$ cat config.mk
export PLATFORM = sky130hd
export DESIGN_NAME = align_shift_sequencer
export DESIGN_NICKNAME = d
export VERILOG_FILES = /design/src/rtl/align_shift_sequencer.sv
export SDC_FILE = /design/constraint.sdc
export NUM_CORES = 1
export LEC_CHECK = 0
export ABC_CLOCK_PERIOD_IN_PS = 3000
export CORE_ASPECT_RATIO = 1.2
export CORE_MARGIN = 2
export CORE_UTILIZATION = 45
export CTS_BUF_LIST = sky130_fd_sc_hd__clkbuf_2
export CTS_CLUSTER_DIAMETER = 120
export DETAILED_ROUTE_END_ITERATION = 6
export PLACE_DENSITY = 0.81
export SYNTH_ARGS = -nofsm -noshare
export SYNTH_HDL_FRONTEND = slang
export SYNTH_SLANG_ARGS = --single-unit
$ cat constraint.sdc
create_clock -name clk -period 3 [get_ports clk]
set_input_delay 0.6 -clock clk [delete_from_list [all_inputs] [get_ports clk]]
set_output_delay 0.6 -clock clk [all_outputs]
set_load 0.03 [all_outputs]
$ cat src/rtl/align_shift_sequencer.sv
// Alignment controller for the minifloat adder: picks the smaller-exponent mantissa and
// walks it through the shared 3-bit barrel shifter until the exponent gap is consumed.
module align_shift_sequencer #(
    parameter int unsigned EXP_W = 4
) (
    input  logic             clk,
    input  logic             rst_n,
    input  logic             in_valid,
    output logic             in_ready,
    input  logic [EXP_W-1:0] exp_a,
    input  logic [EXP_W-1:0] exp_b,
    input  logic [7:0]       man_a,
    input  logic [7:0]       man_b,
    output logic [7:0]       sh_inp,
    output logic [2:0]       sh_diff,
    input  logic [7:0]       sh_result,
    output logic             out_valid,
    input  logic             out_ready,
    output logic [EXP_W-1:0] out_exp,
    output logic [7:0]       out_big,
    output logic [7:0]       out_small,
    output logic             out_sticky,
    output logic             out_swapped
);

    localparam int unsigned MAN_W    = 8;
    localparam int unsigned MAX_STEP = 7;

    typedef enum logic [1:0] {
        IDLE  = 2'd0,
        SHIFT = 2'd1,
        DONE  = 2'd2
    } state_t;

    state_t             state, state_d;
    logic [EXP_W-1:0]   rem, rem_d, rem_left, abs_diff, exp_d;
    logic [MAN_W-1:0]   big_d, cur_d, sh_inp_d, mask;
    logic [2:0]         step, sh_diff_d;
    logic               sticky_d, swapped_d, in_ready_d, out_valid_d;

    // Per-cycle shift amount: the remaining gap, capped at the shifter's reach.
    function automatic logic [2:0] step_of(input logic [EXP_W-1:0] r);
        return (int'(r) > int'(MAX_STEP)) ? 3'(MAX_STEP) : 3'(r);
    endfunction

    always_comb begin
        state_d   = state;
        rem_d     = rem;
        exp_d     = out_exp;
        big_d     = out_big;
        cur_d     = out_small;
        sticky_d  = out_sticky;
        swapped_d = out_swapped;

        // sh_diff already holds min(rem,7) during SHIFT, so it doubles as the step.
        step     = sh_diff;
        mask     = MAN_W'((9'd1 << step) - 9'd1);
        rem_left = rem - EXP_W'(step);
        abs_diff = (exp_a >= exp_b) ? (exp_a - exp_b) : (exp_b - exp_a);

        case (state)
            IDLE: begin
                if (in_valid && in_ready) begin
                    if (exp_a >= exp_b) begin
                        big_d     = man_a;
                        cur_d     = man_b;
                        swapped_d = 1'b0;
                        exp_d     = exp_a;
                    end else begin
                        big_d     = man_b;
                        cur_d     = man_a;
                        swapped_d = 1'b1;
                        exp_d     = exp_b;
                    end
                    rem_d    = abs_diff;
                    sticky_d = 1'b0;
                    state_d  = ((abs_diff == '0) || (cur_d == '0)) ? DONE : SHIFT;
                end
            end
            SHIFT: begin
                cur_d    = sh_result;
                sticky_d = out_sticky | (|(out_small & mask));
                rem_d    = rem_left;
                if ((rem_left == '0) || (sh_result == '0)) begin
                    state_d = DONE;
                end
            end
            DONE: begin
                if (out_ready) begin
                    state_d = IDLE;
                end
            end
            default: state_d = IDLE;
        endcase

        // Handshake and shifter drive are registered from the next-state decode.
        in_ready_d  = (state_d == IDLE);
        out_valid_d = (state_d == DONE);
        sh_inp_d    = (state_d == SHIFT) ? cur_d : '0;
        sh_diff_d   = (state_d == SHIFT) ? step_of(rem_d) : 3'd0;
    end

    always_ff @(posedge clk) begin
        if (!rst_n) begin
            state       <= IDLE;
            rem         <= '0;
            in_ready    <= 1'b0;
            out_valid   <= 1'b0;
            out_exp     <= '0;
            out_big     <= '0;
            out_small   <= '0;
            out_sticky  <= 1'b0;
            out_swapped <= 1'b0;
            sh_inp      <= '0;
            sh_diff     <= 3'd0;
        end else begin
            state       <= state_d;
            rem         <= rem_d;
            in_ready    <= in_ready_d;
            out_valid   <= out_valid_d;
            out_exp     <= exp_d;
            out_big     <= big_d;
            out_small   <= cur_d;
            out_sticky  <= sticky_d;
            out_swapped <= swapped_d;
            sh_inp      <= sh_inp_d;
            sh_diff     <= sh_diff_d;
        end
    end

endmodule

# Word level (Yosys, flattened, before mapping)
# Index checks and enable logic that the tools add are counted.
# totals
ff_bits,41
input_bits,36
# op_classes
addsub,4
order_cmp,2
eq_ne,5
shift,1
mux,19
bitwise,2
reduce_logical,14
# ops
cell,n
8-bit 2-to-1 mux,5
8-bit zero test,2
8-bit case mux with 2 select lines,1
4-bit 2-to-1 mux,3
8-bit bitwise AND,1
4-bit zero test,2
2-bit 2-to-1 mux,4
4-bit case mux with 2 select lines,1
8-bit OR reduction,1
1-bit by 3-bit left shift with 8-bit output (first input constant),1
4-bit subtractor,2
8-bit by 1-bit subtractor with 8-bit output (second input constant),1
2-bit case mux with 3 select lines,1
2-bit AND reduction,3
2-bit by 1-bit == test with 1-bit output (second input constant),2
2-bit == test (second input constant),2
4-bit >= comparator,1
4-bit by 3-bit > comparator with 1-bit output (second input constant),1
2-bit zero test,2
4-bit by 3-bit subtractor with 4-bit output,1
3-bit 2-to-1 mux,1
1-bit logical OR,2
1-bit 2-to-1 mux,2
2-bit != test (second input constant),1
other kinds (4),4

# Logic depth before layout (Yosys ltp)
# Gate-level depths: netlist of run 1.
# logic_depth
ltp_word,11
mapped_depth,11

# Worst setup path before layout of run 1
# No wires, ideal clock.
# synth_path
path_kind,input to register
startpoint,input exp_a[0]
endpoint,register sh_inp[6]
arrival_time_ps,2522
required_time_ps,2885
slack_ps,364
stages,11
path_buffers,1
cell_sequence,inv_1 -> ha_1 -> inv_1 -> fa_1 -> a211oi_1 -> a2bb2oi_1 -> a2111oi_2 -> nor4b_2 -> o21ai_2 -> buf_4 -> and2_1
# synth_between
elab_chain_cells,11
elab_cells_between_ends,17
# synth_lines
element,line_no,source
"start, declared",10,"input logic [EXP_W-1:0] exp_a,"
4-bit >= comparator,"59, 64",
8-bit 2-to-1 mux,64,if (exp_a >= exp_b) begin
8-bit 2-to-1 mux,63,if (in_valid && in_ready) begin
8-bit 2-to-1 mux,61,case (state)
8-bit zero test,77,state_d = ((abs_diff == '0) || (cur_d == '0)) ? DONE : SHIFT;
1-bit logical OR,77,
2-bit 2-to-1 mux,77,
2-bit 2-to-1 mux,63,
2-bit case mux with 3 select lines,61,
2-bit by 1-bit == test with 1-bit output,99,sh_inp_d = (state_d == SHIFT) ? cur_d : '0;
2-bit AND reduction (no line),--,
"end signal, assigned",126,sh_inp <= sh_inp_d;
"end, declared",14,"output logic [7:0] sh_inp,"
# Parallel ways exist; a longest one is shown, timed or not. The select of a mux whose other input is x is not followed.
# A chain may end at the register's enable or synchronous reset.

# Worst setup path in the final report of run 1
# layout_path
startpoint,input exp_b[0]
endpoint,register state[0]
# layout_between
elab_chain_cells,9
elab_cells_between_ends,13
# layout_lines
element,line_no,source
"start, declared",11,"input logic [EXP_W-1:0] exp_b,"
4-bit >= comparator,"59, 64",
8-bit 2-to-1 mux,64,
8-bit 2-to-1 mux,63,
8-bit 2-to-1 mux,61,
8-bit zero test,77,
1-bit logical OR *,77,
2-bit 2-to-1 mux *,77,
2-bit 2-to-1 mux *,63,
2-bit case mux with 3 select lines *,61,
"end signal, assigned",117,state <= state_d;
"end, declared",35,"state_t state, state_d;"
# Every way passes the cells marked *; elsewhere a longest branch is shown, timed or not. The select of a mux whose other input is x is not followed.

==> results.yml, run 1 <==
pwr:
  clockPowerShare_pct: 13.8
  cellInternalPower_mw: 1.08
  leakage_nw: 1.46
  p_seq_share_pct: 39.1
  swShare_pct: 39.8
  combPwrFrac_pct: 47.1
  vdd_drop_max_uv: 374
  power_switching_mw: 0.711
  p_per_area_nw_per_um2: 548
timing:
  min_period_ps: 2830
  rsz0062_at_grt: "no"
  finalCritPeriodShare_pct: 94.2
  setup_violations: 0
  tns_ps: 0
  finClkSkew_ps: 18.1
  clock.fmax_mhz: 354
  hold_viol: 0
  max_slew_margin_pct: 53.4
  whs_ps: 530
  finalMaxSlewViolations: 0
  worstMarginPinSlew_ps: 696
finish:
  fillers: 431
  area_delta_synth_final_pct: 38.9
  regArea_um2: 821
  antenna_cells: 0
  stdcell_count: 401
  fin_area_um2: 3260
  layout_common_cells: "70 x clkdlybuf4s50_1, 41 x dfxtp_1, 25 x nand2_1, 18 x buf_4"
  drive_above_1_share_pct: 12.0
  multiInputGateArea_um2: 1400
  final_common_cell: "clkdlybuf4s50_1"
  fin_nets: 389
synth:
  ys_seq_area_share_pct: 35.0
  synth_ff_type: "dfxtp_1"
  synth_seq_cells: 41
  netlist_area_um2: 2350
  synth_largest_area_cell: "dfxtp_1"
  synth_top_area_share_pct: 35.0
  synthArstFlopShare_pct: 0
  synth_edf_count: 0
  avgSynthCellArea_um2: 9.17
  syn_inst: 256
  ys_top_cells_by_area: "dfxtp_1 35%, o211a_1 6.8%, mux2i_1 5.5%"
  synth.distinct_cells: 47
  syn_nets: 305
  yosysWarningCount: 0
worst_setup_path:
  reg2reg_to: "state[0]$_SDFF_PN0_"
  reg2reg_slack_ps: 400
  startpoint_type: "input port"
  r2r-start: "sh_diff[0]$_SDFF_PN0_"
  crit_required_ps: 3330
  critical_path.max_fanout: 12
  cp.arrival_ps: 3160
  reg2reg_depth: 9
  end_kind: "register"
  critPathKind: "in2reg"
floorplanning:
  rows: 28
  num_io_pins: 71
  dieArea_um2: 5810
  coreArea_um2: 4970
  dieHeight_um: 83.1
  die_w_um: 69.9
  start_util_pct: 47.2
placement:
  portBuffers: 70
  placed_area_um2: 3220
  gp_congestion: 0.862
  dp_hpwl_um: 4920
  dp.cells: 393
clocking:
  postCtsSetupBuffers: 0
  cts_buffers: 5
  cts_tree: "done"
  clk_pin_slew_ps: 220
  clk_latency_ps: 420
  cts.sinks: 41
  holdBufCountCts: 0
  htreeDepth: 2
  post_cts_resized: 0
  clockRootBuffer: "clkbuf_2"
  cts_buffer_depth: 2
grt:
  grt_first_pass_wirelength_um: 10500
  first_global_vias: 2282
  grt_overflow_total: 0
  grt_max_degree: 25
  gr-usage-all-layers_pct: 21.9
  antenna_found_initial: 0
worst_hold_path:
  hp-start: "out_sticky$_SDFFE_PN0P_"
  hold_path_class: "reg2reg"
  hold_end: "out_sticky$_SDFFE_PN0P_"
  hold_depth: 2
run_status:
  outcome: "completed"
detailed_routing:
  drtIter0Drc: 89
  post-route-drc-count: 0
  vias_per_cell: 5.66
  dr.pass1.iters: 4
  ant_nets: 0
  vias: 2271
  routedWlPerCell_um: 15.7
  drt_wl_total_um: 6310
job:
  cap_violations: 0
## sequential cells by signal, indices dropped and copies added (netlist names)
register,cells
in_ready,1
state,2
out_swapped,1
out_valid,1
out_sticky,1
out_small,8
out_exp,4
rem,4
sh_inp,8
out_big,8
sh_diff,3
## final cells by class
cell class              instances  share of cell area [%]
clock inverters                 3                   0.537
clock buffers                   5                   0.767
inverters                      17                    1.96
multi-input cells             186                    43.0
repair buffers                 89                    26.2
flip-flops and latches         41                    25.2
well taps                      60                    2.30
## power groups by stage
stage                     combinational, mW  clock [mW]  sequential (mW)
after floorplan                       0.396           0            0.821
after global routing                  0.905       0.273            0.710
final                                 0.842       0.247            0.699
after detailed placement              0.837           0            0.708
after global placement                0.821           0            0.708
after CTS                             0.841       0.251            0.698
## cells by family after synthesis
group | share of synthesized area (%)
AOI/OAI and AO/OA | 26.1
xor gates and xnor gates | 0.373
adders and majority gates | 7.89
buffers and inverters | 5.28
DFF | 35.0
muxes | 8.90
and+or+nand+nor | 16.5
## per-stage QoR
step                      worst slack (ps)  utilization (%)  power [mW]
after floorplan                        364                -        1.22
after global placement                -192             64.7        1.53
after detailed placement              -274             64.7        1.55
after CTS                              169             65.5        1.79
after global routing                  38.1             65.5        1.89
final                                  173             65.5        1.79
## worst max path at each step
stage                                 to  depth (start not counted)  slack (ps)  startpoint
floorplan           sh_inp[6]$_SDFF_PN0_                         11         360    exp_a[0]
global route         state[0]$_SDFF_PN0_                         11          40    exp_b[0]
CTS                  state[0]$_SDFF_PN0_                         12         170    exp_a[0]
global placement     state[0]$_SDFF_PN0_                         11        -190    exp_b[0]
finish               state[0]$_SDFF_PN0_                         11         170    exp_b[0]
detailed placement   state[0]$_SDFF_PN0_                         12        -270    exp_a[0]
## cells in the mapped netlist (6+ instances only)
library cell and instances:
dfxtp_1 41, o211a_1 16, inv_1 16, o221ai_1 6, nor4_1 6, nand2_1 25
clkbuf_1 7, mux2_2 7, a21oi_1 16, o22ai_1 11, nor2_1 7, and2_1 15
mux2i_1 13, ha_1 10
## layer usage
metal  global-route usage, %  part of all wire (%)  up-vias  wire length (µm)
li1                        -                     -     1115                 -
met1                    28.7                    45     1050              2820
met2                    35.8                    48       96              3010
met3                    4.61                   5.9       10               374
met4                    7.34                   1.7        0               106
met5                       0                     0        -                 0
## critical path: stages
cell and delay (ps):
clkdlybuf4s50_1 480, ha_1 170, inv_1 50, fa_1 410
a211oi_1 320, a2bb2oi_1 240, a2111oi_2 90, nor4b_2 350
o21ai_2 120, buf_12 160, and2_1 140
Note: power is estimated with default switching activity, not from simulation.
==> run 2, diff against run 1 <==
Settings changed: CORE_ASPECT_RATIO 1.2 to 1.4.
==> run 2 against run 1 <==
Compared with the run above: count of clock-buffer cells in the layout unchanged; clock skew down 1.6 ps; via count up 1.9%; first-iteration DRC count up 100%; core utilization down 1.2 points; clock power up 36%; sequential share of layout area down 0.24 points; critical path depth unchanged; worst setup slack worse by 43 ps; critical path type unchanged; critical endpoint is now in_ready$_SDFF_PN0_.
==> results.yml, run 2 (synthesis results as in run 1) <==
run_status:
  outcome: "completed"
grt:
  antenna_found_initial: 0
  grt_overflow_total: 0
  grt_first_pass_wirelength_um: 10200
  gr-usage-all-layers_pct: 22.5
  first_global_vias: 2168
  grt_max_degree: 25
worst_setup_path:
  worst_path_dominant_cell_family: "buffers and inverters"
  slowest_delay_ps: 490
  reg2reg_to: "sh_inp[6]$_SDFF_PN0_"
  end_kind: "register"
  r2r-start: "sh_diff[0]$_SDFF_PN0_"
  crit_slowest_cell: "clkdlybuf4s50_1"
  crit_chain: "clkdlybuf4s50_1, ha_1, inv_1, fa_1, buf_4, a21oi_1, o21ai_4, mux2i_1, nor4b_2, o21ai_1, and4_1"
  critPathBufInv: 3
  cp.arrival_ps: 3200
  reg2reg_depth: 8
  critical_path.max_fanout: 7
  startpoint_type: "input port"
  crit_required_ps: 3330
  reg2reg_slack_ps: 360
  critPathKind: "in2reg"
detailed_routing:
  ant_nets: 0
  vias_per_cell: 5.71
  post-route-drc-count: 0
  routedWlPerCell_um: 15.9
  drt_wl_total_um: 6430
  dr.pass1.iters: 5
  drtIter0Drc: 181
  vias: 2314
placement:
  dp_hpwl_um: 4980
  portBuffers: 70
  dpl_worst_slack_ps: -383
  gp_congestion: 0.902
clocking:
  cts.sinks: 41
  htreeDepth: 2
  cts_tree: "done"
  clockRootBuffer: "clkbuf_2"
  clk_latency_ps: 410
  postCtsSetupBuffers: 0
  clk_pin_slew_ps: 220
  holdBufCountCts: 0
  cts_buffers: 5
  cts_buffer_depth: 2
  post_cts_resized: 0
finish:
  layout_common_cells: "70 x clkdlybuf4s50_1, 41 x dfxtp_1, 25 x nand2_1"
  multiInputGateArea_um2: 1420
  final_common_cell: "clkdlybuf4s50_1"
  top_regs: "out_big: 8 flops, out_small: 8 flops, sh_inp: 8 flops"
  regArea_um2: 821
  antenna_cells: 0
  drive_above_1_share_pct: 12.1
  fillers: 447
  fin_nets: 387
  area_delta_synth_final_pct: 40.2
worst_hold_path:
  hold_end: "out_big[1]$_SDFFE_PN0P_"
  hold_path_class: "reg2reg"
  hp-start: "out_big[1]$_SDFFE_PN0P_"
  hold_depth: 1
timing:
  min_period_ps: 2870
  setup_ws_ps: 130
  finalCritPeriodShare_pct: 95.7
  finalMaxSlewViolations: 0
  worstMarginPinSlew_ps: 772
  clock.fmax_mhz: 348
  max_slew_margin_pct: 48.3
  hold_viol: 0
  finClkSkew_ps: 16.5
  setup_violations: 0
floorplanning:
  dieHeight_um: 89.5
  coreArea_um2: 5120
  die_w_um: 65.0
  start_util_pct: 45.8
  num_io_pins: 71
  rows: 31
  dieArea_um2: 5820
pwr:
  vdd_drop_max_uv: 371
  p_per_area_nw_per_um2: 566
  power.total_mw: 1.86
  leakage_nw: 1.47
job:
  cap_violations: 0
run 2: cell count changes in the layout (fill, tap and decap cells not counted), sizes merged:
cell | previous run | this run
bufinv | 0 | 1
clkinv | 4 | 2
inv | 16 | 17
buf | 19 | 17
run 2: layout make-up:
class | count | share of cell area [%]
Clock inverter | 3 | 1.33
Tap cell | 66 | 2.51
Multi-Input combinational cell | 186 | 43.0
Sequential cell | 41 | 24.9
Timing Repair Buffer | 87 | 25.5
Inverter | 17 | 1.94
Clock buffer | 5 | 0.760
run 2: power breakdown:
group / leakage, nW / internal [mW] / total, mW / switching [mW]
registers: 0.336 / 0.627 / 0.696 / 0.0695
logic: 1.09 / 0.384 / 0.832 / 0.448
clock network: 0.0433 / 0.143 / 0.336 / 0.193
total: 1.47 / 1.15 / 1.86 / 0.711
run 2: per-stage QoR:
stage | cells | utilization [%] | setup TNS [ps] | hold slack [ps] | area, µm²
finish | 405 | 64.3 | 0 | 529 | 3290
global route | 405 | 64.3 | -27.1 | 549 | 3290
global placement | 397 | 62.7 | -2870 | 480 | 3210
detailed placement | 397 | 62.7 | -5370 | 485 | 3210
CTS | 405 | 64.1 | 0 | 531 | 3280
floorplan | 256 | - | 0 | 616 | 2350
run 2: worst register-to-register path, cell delays in order (launching register included):
cell	delay [ps]
dfxtp_1	460
ha_1	200
inv_1	60
fa_1	370
xor2_1	190
or3b_2	490
o31ai_1	420
o21ai_4	190
and2_1	210
run 2: worst max-delay path by stage:
| stage | start | end | depth (start not counted) |
|---|---|---|---|
| floorplan | exp_a[0] | sh_inp[6]$_SDFF_PN0_ | 11 |
| global placement | exp_b[0] | sh_diff[1]$_SDFF_PN0_ | 10 |
| detailed placement | exp_a[0] | sh_diff[0]$_SDFF_PN0_ | 11 |
| CTS | exp_a[0] | sh_diff[1]$_SDFF_PN0_ | 11 |
| global route | exp_a[0] | out_valid$_SDFF_PN0_ | 11 |
| finish | exp_b[0] | in_ready$_SDFF_PN0_ | 11 |
run 2: metal layers:
layer / wire length [µm] / up-vias / track usage, %
li1: - / 1113 / -
met1: 2600 / 1090 / 27.2
met2: 3280 / 96 / 40.6
met3: 366 / 15 / 3.02
met4: 194 / 0 / 8.71
met5: 0 / - / 0
==> run 3, diff against run 2 <==
Settings changed: CORE_MARGIN 2 to 10.
==> run 3 against run 2 <==
Compared with the run above: die area increased by 47%; worst hold slack got worse by 4.7 ps; first-iteration DRC count decreased by 29%; count of clock-buffer cells in the layout unchanged; worst setup slack improved by 24 ps; final cell count increased by 0.25%; maximum frequency increased by 0.83%; clock skew decreased by 1.7 ps; cell area unchanged; clock power decreased by 6.0%.
==> results.yml, run 3 (synthesis results as in run 1) <==
run_status:
  outcome: "completed"
placement:
  placed_area_um2: 3220
  gp_congestion: 0.887
  dp_hpwl_um: 5500
  portBuffers: 70
  dpl_worst_slack_ps: -320
job:
  cap_violations: 0
grt:
  gr-usage-all-layers_pct: 16.2
  antenna_found_initial: 0
  first_global_vias: 2340
  grt_max_degree: 25
  grt_first_pass_wirelength_um: 11200
  grt_overflow_total: 0
finish:
  area_delta_synth_final_pct: 40.2
  final_common_cell: "clkdlybuf4s50_1"
  fin_util_pct: 64.3
  drive_above_1_share_pct: 11.8
  top_regs: "out_big: 8 flops, out_small: 8 flops, sh_inp: 8 flops"
  fin_area_um2: 3290
  antenna_cells: 0
  fin_nets: 388
  layout_common_cells: "70 x clkdlybuf4s50_1, 41 x dfxtp_1, 25 x nand2_1, 17 x buf_4"
detailed_routing:
  dr.pass1.iters: 4
  drt_wl_total_um: 6840
  drtIter0Drc: 128
  routedWlPerCell_um: 16.8
  vias: 2262
  ant_nets: 0
  post-route-drc-count: 0
  vias_per_cell: 5.57
floorplanning:
  start_util_pct: 45.8
  dieHeight_um: 105
  rows: 31
  coreArea_um2: 5120
  die_w_um: 81.0
  dieArea_um2: 8550
  num_io_pins: 71
worst_setup_path:
  startpoint_type: "input port"
  path_common_cell: "inv_1"
  critPathKind: "in2reg"
  cp.arrival_ps: 3170
  slowest_delay_ps: 430
  critical_path.max_fanout: 7
  crit_required_ps: 3320
  end_kind: "register"
  crit_slowest_cell: "clkdlybuf4s50_1"
  crit_chain: "clkdlybuf4s50_1, inv_1, ha_1, inv_1, fa_1, buf_4, a21oi_1, o21ai_4, mux2i_1, nor4b_2, o21ai_1, and4_1"
timing:
  hold_viol: 0
  finalMaxSlewViolations: 0
  setup_violations: 0
  setup_ws_ps: 154
  clock.fmax_mhz: 351
  rsz0062_at_grt: "yes"
  finClkSkew_ps: 14.8
  max_slew_margin_pct: 62.6
  min_period_ps: 2850
  worstMarginPinSlew_ps: 559
  finalCritPeriodShare_pct: 94.9
clocking:
  cts_buffer_depth: 2
  cts_tree: "done"
  clockRootBuffer: "clkbuf_2"
  cts.sinks: 41
  cts_buffers: 5
  clk_pin_slew_ps: 200
  htreeDepth: 2
  clk_latency_ps: 410
  holdBufCountCts: 0
pwr:
  vdd_drop_max_uv: 360
  leakage_nw: 1.47
  p_per_area_nw_per_um2: 563
worst_hold_path:
  hold_path_class: "reg2reg"
run 3: cell types whose count changed in the layout (fill, tap and decap cells not counted):
| cell | change |
|---|---|
| a211oi_2 | -1 |
| buf_4 | +1 |
| clkinvlp_4 | +1 |
| inv_6 | -1 |
| a211oi_1 | +1 |
| clkinv_2 | -1 |
| clkinv_1 | +1 |
run 3: path summary, 6_finish.rpt:
check                           slack (ps)                    start                       to  cells after the start
worst max register to register         380    sh_diff[0]$_SDFF_PN0_     sh_inp[6]$_SDFF_PN0_                      8
worst min-delay path                   520  out_big[0]$_SDFFE_PN0P_  out_big[0]$_SDFFE_PN0P_                      1
worst max-delay path                   150                 exp_a[0]      in_ready$_SDFF_PN0_                     12
worst min register to register         520  out_big[0]$_SDFFE_PN0P_  out_big[0]$_SDFFE_PN0P_                      1
run 3: metrics by stage:
step / TNS (ps) / total power [mW] / instances / hold slack, ps
floorplan: 0 / 1.22 / 256 / 616
global placement: -3140 / 1.52 / 398 / 482
detailed placement: -4430 / 1.54 / 398 / 486
CTS: 0 / 1.86 / 406 / 530
global route: -71.6 / 1.96 / 406 / 551
finish: 0 / 1.85 / 406 / 525
run 3: critical path: cells and delay by family:
kind / cells / cell delay [ps]
AOI/OAI and AO/OA: 3 / 550
and+or+nand+nor: 2 / 610
buffers and inverters: 4 / 700
muxes: 1 / 170
adders and majority gates: 2 / 540
run 3: per-layer routing:
| metal | vias to the layer above | share of wire, % | global-route usage, % |
|---|---|---|---|
| li1 | 1108 | - | - |
| met2 | 76 | 50 | 27.9 |
| met1 | 1064 | 41 | 18.4 |
| met3 | 14 | 6.6 | 4.42 |
| met5 | - | 0 | 0 |
| met4 | 0 | 2.2 | 5.96 |
run 3: timing repair:
item / 4_1_cts / 5_1_grt
setup endpoints to repair: 0 / 12
hold endpoints to repair: 0 / 0
gates resized for setup: 0 / 1
setup buffers: 0 / 0
run 3: where the power goes:
group	total, mW	switching (mW)	internal [mW]
clock network	0.316	0.178	0.138
registers	0.696	0.0694	0.626
logic	0.842	0.454	0.388
run 3: final cells by class:
| class | instances | area, µm² |
|---|---|---|
| Fill cell | 460 | 1830 |
| Tap cell | 66 | 82.6 |
| Clock inverter | 3 | 41.3 |
| Clock buffer | 5 | 25.0 |
| Multi-Input combinational cell | 186 | 1410 |
| Timing Repair Buffer | 88 | 848 |
| Inverter | 17 | 63.8 |
| Sequential cell | 41 | 821 |
